File: src/rtl/mem_map_pkg.sv
// Shared memory-map constants and state type for the block-copy engine.
// RAM occupies byte addresses 0..RAM_TOP, ROM starts at ROM_BASE.
package mem_map_pkg;

  localparam int RAM_TOP    = 1020;
  localparam int ROM_BASE   = 1024;
  localparam int MAX_LEN    = 256;
  localparam int WORD_BYTES = 4;

  typedef enum logic [1:0] {IDLE, READ, WRITE, DONE} dma_state_t;

  // Takes a 34-bit address so callers can test an end address that may exceed 32 bits.
  function automatic logic in_ram(input logic [33:0] addr);
    return addr <= 34'(RAM_TOP);
  endfunction

endpackage

File: src/rtl/mem_port_mux.sv
// 2:1 selector of the memory request bus {a, we, wd} between CPU and copy engine.
module mem_port_mux #(
  parameter int W = 32
) (
  input  logic         sel_eng,
  input  logic [W-1:0] cpu_a,
  input  logic         cpu_we,
  input  logic [W-1:0] cpu_wd,
  input  logic [W-1:0] eng_a,
  input  logic         eng_we,
  input  logic [W-1:0] eng_wd,
  output logic [W-1:0] mem_a,
  output logic         mem_we,
  output logic [W-1:0] mem_wd
);

  generate
    for (genvar gi = 0; gi < W; gi++) begin : g_bit
      assign mem_a[gi]  = sel_eng ? eng_a[gi]  : cpu_a[gi];
      assign mem_wd[gi] = sel_eng ? eng_wd[gi] : cpu_wd[gi];
    end
  endgenerate

  assign mem_we = sel_eng ? eng_we : cpu_we;

endmodule

File: src/rtl/mem_copy_dma.sv
// Single-channel word copy engine sitting in front of the data memory.
// Passes CPU traffic through when idle; copies len words src->dst (2 cycles/word) when busy.
module mem_copy_dma #(
  parameter int ADDR_W = 32
) (
  input  logic              clk,
  input  logic              reset,
  input  logic              start,
  input  logic [ADDR_W-1:0] src_addr,
  input  logic [ADDR_W-1:0] dst_addr,
  input  logic [8:0]        len,
  input  logic [ADDR_W-1:0] cpu_a,
  input  logic              cpu_we,
  input  logic [ADDR_W-1:0] cpu_wd,
  output logic [ADDR_W-1:0] mem_a,
  output logic              mem_we,
  output logic [ADDR_W-1:0] mem_wd,
  input  logic [ADDR_W-1:0] mem_rd,
  output logic              busy,
  output logic              done,
  output logic              err
);

  import mem_map_pkg::*;

  dma_state_t        state_reg, state_next;
  logic [ADDR_W-1:0] src_reg, src_next;
  logic [ADDR_W-1:0] dst_reg, dst_next;
  logic [ADDR_W-1:0] data_reg, data_next;
  logic [8:0]        rem_reg, rem_next;
  logic              done_reg, done_next;
  logic              err_reg, err_next;
  logic [33:0]       end_addr;
  logic              req_bad;
  logic [ADDR_W-1:0] eng_a;
  logic              eng_we;

  // Last destination byte address; 34 bits so a dst near the top of the space cannot wrap into RAM.
  assign end_addr = 34'(dst_addr) + (34'(len) << 2) - 34'(WORD_BYTES);

  assign req_bad = (len == 9'd0) || (len > 9'(MAX_LEN)) ||
                   (src_addr[1:0] != 2'b00) || (dst_addr[1:0] != 2'b00) ||
                   !in_ram(end_addr);

  always_comb begin
    state_next = state_reg;
    src_next   = src_reg;
    dst_next   = dst_reg;
    data_next  = data_reg;
    rem_next   = rem_reg;
    done_next  = 1'b0;
    err_next   = 1'b0;
    case (state_reg)
      IDLE: begin
        if (start) begin
          if (req_bad) begin
            err_next = 1'b1;
          end else begin
            src_next   = src_addr;
            dst_next   = dst_addr;
            rem_next   = len;
            state_next = READ;
          end
        end
      end
      READ: begin
        data_next  = mem_rd;
        state_next = WRITE;
      end
      WRITE: begin
        src_next   = src_reg + ADDR_W'(WORD_BYTES);
        dst_next   = dst_reg + ADDR_W'(WORD_BYTES);
        rem_next   = rem_reg - 9'd1;
        state_next = (rem_reg == 9'd1) ? DONE : READ;
      end
      DONE: begin
        done_next  = 1'b1;
        state_next = IDLE;
      end
      default: state_next = IDLE;
    endcase
  end

  always_ff @(posedge clk or negedge reset) begin
    if (!reset) begin
      state_reg <= IDLE;
      src_reg   <= '0;
      dst_reg   <= '0;
      data_reg  <= '0;
      rem_reg   <= '0;
      done_reg  <= 1'b0;
      err_reg   <= 1'b0;
    end else begin
      state_reg <= state_next;
      src_reg   <= src_next;
      dst_reg   <= dst_next;
      data_reg  <= data_next;
      rem_reg   <= rem_next;
      done_reg  <= done_next;
      err_reg   <= err_next;
    end
  end

  assign busy   = (state_reg == READ) || (state_reg == WRITE);
  assign eng_a  = (state_reg == WRITE) ? dst_reg : src_reg;
  assign eng_we = (state_reg == WRITE);
  assign done   = done_reg;
  assign err    = err_reg;

  mem_port_mux #(.W(ADDR_W)) u_mux (
    .sel_eng (busy),
    .cpu_a   (cpu_a),
    .cpu_we  (cpu_we),
    .cpu_wd  (cpu_wd),
    .eng_a   (eng_a),
    .eng_we  (eng_we),
    .eng_wd  (data_reg),
    .mem_a   (mem_a),
    .mem_we  (mem_we),
    .mem_wd  (mem_wd)
  );

endmodule

File: config.mk
export PLATFORM = sky130hd
export DESIGN_NAME = mem_copy_dma
export DESIGN_NICKNAME = d
export VERILOG_FILES = /design/src/rtl/mem_map_pkg.sv /design/src/rtl/mem_port_mux.sv /design/src/rtl/mem_copy_dma.sv
export SDC_FILE = /design/constraint.sdc
export NUM_CORES = 1
export LEC_CHECK = 0
export BUFFER_PORTS_ARGS = -buffer_cell sky130_fd_sc_hd__buf_2
export CORE_MARGIN = 2
export CORE_UTILIZATION = 25
export CTS_CLUSTER_DIAMETER = 150
export DETAILED_ROUTE_END_ITERATION = 8
export RECOVER_POWER = 100
export SLEW_MARGIN = 20
export SYNTH_ARGS = -nofsm -noshare
export SYNTH_HDL_FRONTEND = slang
export SYNTH_HIERARCHICAL = 1
export SYNTH_SLANG_ARGS = --single-unit
File: constraint.sdc
create_clock -name clk -period 5.25 [get_ports clk]
set_input_delay 0 -clock clk [delete_from_list [all_inputs] [get_ports clk]]
set_output_delay 0 -clock clk [all_outputs]
set_load 0.01 [all_outputs]
# After elaboration in Yosys (flattened, before gate mapping)
# Cells that the tools add are included.
# op_classes
n_addsub	5
order_cmp	2
n_eq_ne	6
muxes	83
reduce_logical	13
# ops
cell	count
two-way mux 32 bit	5
case mux 32 bit (2 select lines)	2
two-way mux 1 bit	69
adder 32 x 3 -> 32 bit, second input constant	2
less-or-equal comparator 34 x 10 -> 1 bit, second input constant	1
subtractor 33 x 3 -> 34 bit, second input constant	1
adder 32 x 11 -> 33 bit	1
two-way mux 9 bit	2
case mux 9 bit (2 select lines)	1
== test 9 x 1 -> 1 bit, second input constant	1
> comparator 9 bit, second input constant	1
logical NOT 9 bit	1
subtractor 9 x 1 -> 9 bit, second input constant	1
case mux 2 bit (4 select lines)	1
two-way mux 2 bit	3
nonzero test 2 bit	3
logical OR 1 bit	5
== test 2 bit, second input constant	2
!= test 2 bit, second input constant	2
AND reduction 3 bit	1
== test 2 x 1 -> 1 bit, second input constant	1
logical NOT 2 bit	1
AND reduction 2 bit	1
logical NOT 1 bit	1
# word_totals
register_bits	109
input_bits	173
out_inout_bits	68
elab_cells	116

# Longest topological paths before layout
# logic_depth
depth_word	8
mapped_depth	20
mapped_depth_nobuf	17

# Cells and area by module
# The synthesis kept the hierarchy.
# modules_own_cells
module	instances	cells_each	area_per_inst_um2	seq_area_each_um2
mem_copy_dma	1	1092	9182.6	2727.6
mem_port_mux	1	72	992.2	0.0

# Least setup slack after synthesis
# Ideal clock, no wire load.
# synth_path
path_type	in2reg
from	input port dst_addr[3]
to	register dst_reg[0]
t_arrival_ps	3786
slack_ps	1339
stages	18
cell_sequence	inv_1 ha_1 inv_1 ha_1 inv_1 fa_1 nor2b_4 o31ai_4 a211oi_2 or4_1 a211o_1 a2111oi_4 nand4_2 or4_1 buf_4 nand2_4 and2_1 mux2_2
# synth_between
elab_chain_cells	7
# synth_lines
element	line	text
start: declaration	mem_copy_dma.sv:10	input logic [ADDR_W-1:0] dst_addr,
adder 32 x 11 -> 33 bit	mem_copy_dma.sv:39	assign end_addr = 34'(dst_addr) + (34'(len) << 2) - 34'(WORD_BYTES);
subtractor 33 x 3 -> 34 bit	mem_copy_dma.sv:39	
less-or-equal comparator 34 x 10 -> 1 bit	mem_map_pkg.sv:14	return addr <= 34'(RAM_TOP);
logical NOT 1 bit	mem_copy_dma.sv:43	!in_ram(end_addr);
logical OR 1 bit	mem_copy_dma.sv:42	(src_addr[1:0] != 2'b00) || (dst_addr[1:0] != 2'b00) ||
!= test 2 bit (no line)	-	
AND reduction 3 bit (no line)	-	
end signal: assignment	mem_copy_dma.sv:96	dst_reg <= dst_next;
end: declaration	mem_copy_dma.sv:28	logic [ADDR_W-1:0] dst_reg, dst_next;
# Every way passes these cells.
# A chain may end at the register's enable or synchronous reset.

# Worst setup path after layout
# layout_path
from	input port dst_addr[3]
to	register dst_reg[30]
# Same word-level chain as after synthesis.

==> flow_metrics.py <==
metrics = {
    "status": {
        "status": "finished with violations",
        "violations": "max-capacitance violations, max-slew violations",
    },
    "logic_synthesis": {
        "synth-simple-area-share_pct": 18.94,
        "synth_top_family_by_area": "compound AO/OA/AOI/OAI gates",
        "postSynthCellCount": 1164,
        "synthMuxAreaShare_pct": 17.50,
        "yosysUniqueCellTypes": 87,
        "yosysSeqAreaShare_pct": 26.81,
        "ys_ff_latch": 109,
        "ys.flop_type": "dfrtp_1",
        "synth.net_count": 1386,
        "yosys_warnings": 6,
        "synth_edf_count": 0,
        "async_reset_ff_share_pct": 100.0,
        "avgSynthCellArea_um2": 8.741,
        "synth_fa_ha_area_share_pct": 6.099,
        "synth-xor-area-share_pct": 0.4304,
        "syn_area_um2": 10170,
        "synth_compound_area_share_pct": 22.68,
    },
    "sta": {
        "max_freq_ghz": 0.2059,
        "worstMarginPinSlew_ns": 3.725,
        "setup_viol": 0,
        "setup_tns_ns": 0,
        "hold_viol_final": 0,
        "rsz0062_at_grt": "false",
        "period_share_pct": 92.52,
        "finClkSkew_ns": 0.01766,
        "min_period_ns": 4.858,
        "slew_violations": 198,
        "maxSlewHeadroom_pct": -148.4,
    },
    "clocking": {
        "cts-buffers-inserted": 9,
        "cts.sinks": 109,
        "cts_buffer_depth": 2,
        "ctsHtreeMaxLevel": 3,
        "cts_root_buf": "clkbuf_16",
        "clkLatencyLatePin_ns": 0.37,
        "cts_tree": "done",
        "clk_pin_slew_worst_paths_ns": 0.09,
    },
    "power_and_ir_drop": {
        "p_per_area_nw_per_um2": 161.3,
        "p_total_w": 0.001989,
        "p_seq_share_pct": 43.1,
        "power.net_switching_w": 0.0006078,
        "leakagePower_nw": 5.741,
        "p_sw_share_pct": 30.57,
        "p_clk_share_pct": 33.9,
        "p_comb_share_pct": 22.9,
        "ir_drop_v": 0.0001540,
        "p_int_w": 0.001381,
    },
    "route": {
        "dr.first_iter.drc_count": 820,
        "via_per_inst": 5.175,
        "wl_per_cell_um": 17.97,
        "drc": 0,
        "drt_wl_total_um": 34970,
        "final_antenna_net_count": 0,
        "drt_first_pass_iters": 5,
        "vias": 10070,
    },
    "cells_and_area": {
        "nNetsFinal": 1637,
        "nFillCells": 4249,
        "syn_to_final_growth_pct": 21.18,
        "seq_area_um2": 2728,
        "design_area_um2": 12330,
        "drive_gt1_share_pct": 26.50,
        "layout_commonest_cell": "buf_2",
        "final_cell_mix": "buf_2 (221), dfrtp_1 (109), nand2_1 (92), a21oi_1 (89), inv_1 (88)",
        "multiInputGateArea_um2": 6495,
    },
    "floorplanning": {
        "initial_core_util_pct": 25.49,
        "rows": 73,
        "die_w_um": 205.7,
        "ioPinCount": 241,
        "die-area_um2": 42330,
        "die_h_um": 205.7,
        "core_region_area_um2": 39910,
    },
    "placed_design": {
        "portBuffers": 240,
        "placed_area_um2": 11780,
        "place_congestion": 0.9144,
        "place_hpwl_um": 26670,
    },
    "setup_path": {
        "cp-end-kind": "flip-flop",
        "path_cells": "dlygate4sd3_1, clkbuf_1, inv_1, ha_1, inv_1, ha_1, inv_1, fa_1, nor2b_4, o31ai_4, a21o_2, a311oi_2, o221ai_1, a2111oi_0, nand4_2, or4_1, o22ai_4, clkbuf_1, o2bb2a_1",
        "worst_path_largest_cell_delay_ns": 0.64,
        "path_common_cell": "inv_1",
        "slowest_stage": "or4_1",
        "startpoint_type": "input pin",
        "worstPathMaxFanout": 18,
        "crit_arrival_ns": 5.11,
        "critical_path_required_ns": 5.51,
        "critical_path_class": "input pin to flip-flop",
        "cp.buffers_inverters": 6,
        "crit_family": "compound AO/OA/AOI/OAI gates",
        "rrSetupSlack_ns": 1.45,
    },
    "min_path": {
        "hp-class": "input pin to flip-flop",
    },
    "grt": {
        "gr-usage-all-layers_pct": 15.85,
        "grt_max_degree": 77,
        "grt_pass1_wl_um": 52370,
        "grt_remaining_overflow": 0,
        "antenna_found_initial": 2,
        "grt_pass1_vias": 9422,
    },
    "run": {
        "drv_cap": 5,
    },
}
## cells in the mapped netlist (all sizes together) (4+ instances only)
cell	number	area, µm²
nor3	52	310.3
nor2b	6	45.04
o311a	10	100.1
o22ai	14	101.4
a211oi	21	172.7
o211ai	9	67.56
o21a	6	46.30
a21oi	96	514.3
o221a	6	67.56
ha	48	600.6
nand3	63	315.3
o21bai	5	37.54
inv	89	334.1
nor3b	5	37.54
mux2i	23	230.2
clkbuf	41	156.4
or4	5	37.54
nand4	24	156.4
o31ai	6	58.81
o221ai	4	47.55
o21ai	85	425.4
or3	11	68.82
dfrtp	109	2728
a221oi	14	185.2
nor4	8	65.06
xnor2	5	43.79
and3	27	168.9
nor2	43	177.7
mux2	121	1550
nand2	93	356.6
o211a	5	50.05
buf	34	277.8
a21o	7	53.80
a211o	4	36.29
and2	11	68.82
a31oi	8	50.05
## power by group through the flow
stage          combinational, W  sequential, W  clock (W)
6_report               0.000456       0.000858   0.000675
4_1_cts                0.000466       0.000858   0.000696
5_1_grt                0.000504       0.000860   0.000724
3_5_place_dp           0.000431       0.000875          0
3_3_place_gp           0.000426       0.000875          0
2_1_floorplan          0.000267       0.000872          0
## worst min-delay path, cell delays in order
cell and delay, ns:
buf_2 0.12, inv_1 0.10, a222oi_1 0.09
## per-layer routing
layer  track usage [%]  share of wire [%]  wire, µm
met1             21.59                 45     15570
met2             25.93                 47     16520
met3             2.692                6.3      2200
met4             3.931                1.9       652
met5                 0              0.077        27
## final cells by class
cell class	instances	area share, %
antenna	2	0.04059
clock buffer	9	1.827
clock inverter	6	0.3958
inverter	89	2.710
multi-input combinational	891	52.68
sequential	109	22.12
tap	525	5.328
timing repair buffer	315	14.90
## cell families after synthesis
logic type,after synthesis
AOI/OAI and AO/OA,330
xor gates and xnor gates,5
muxes,144
and+or+nand+nor,363
buffers and inverters,164
adders and majority gates,49
DFF,109
## what timing repair did
item	4_1_cts	5_1_grt
endpoints found under the hold margin	116	0
resized for setup	0	0
buffers inserted	0	0
hold buffers	55	0
## path summary, 6_finish.rpt
check | depth (start not counted) | start | to
worst max-delay path | 19 | dst_addr[3] | dst_reg[30]
worst min-delay path | 3 | len[8] | rem_reg[8]
worst max register to register | 6 | state_reg[0] | dst_reg[21]
worst min register to register | 1 | data_reg[24] | data_reg[24]
max in group asynchronous | 3 | reset | state_reg[1]
min in group asynchronous | 2 | reset | src_reg[24]
## stage by stage
| stage | hold slack (ns) | setup WS, ns | utilization (%) | instances |
|---|---|---|---|---|
| 2_1_floorplan | -0.2956 | 1.339 | - | 1164 |
| 3_3_place_gp | 0.1737 | 0.6315 | 29.50 | 1874 |
| 3_5_place_dp | 0.1820 | 0.5685 | 29.50 | 1874 |
| 4_1_cts | 0.003428 | 0.4078 | 31.57 | 1944 |
| 5_1_grt | 0.02217 | 0.09621 | 30.88 | 1944 |
| 6_report | 0.009768 | 0.3925 | 30.89 | 1946 |
(Power assumes the default switching activity.)
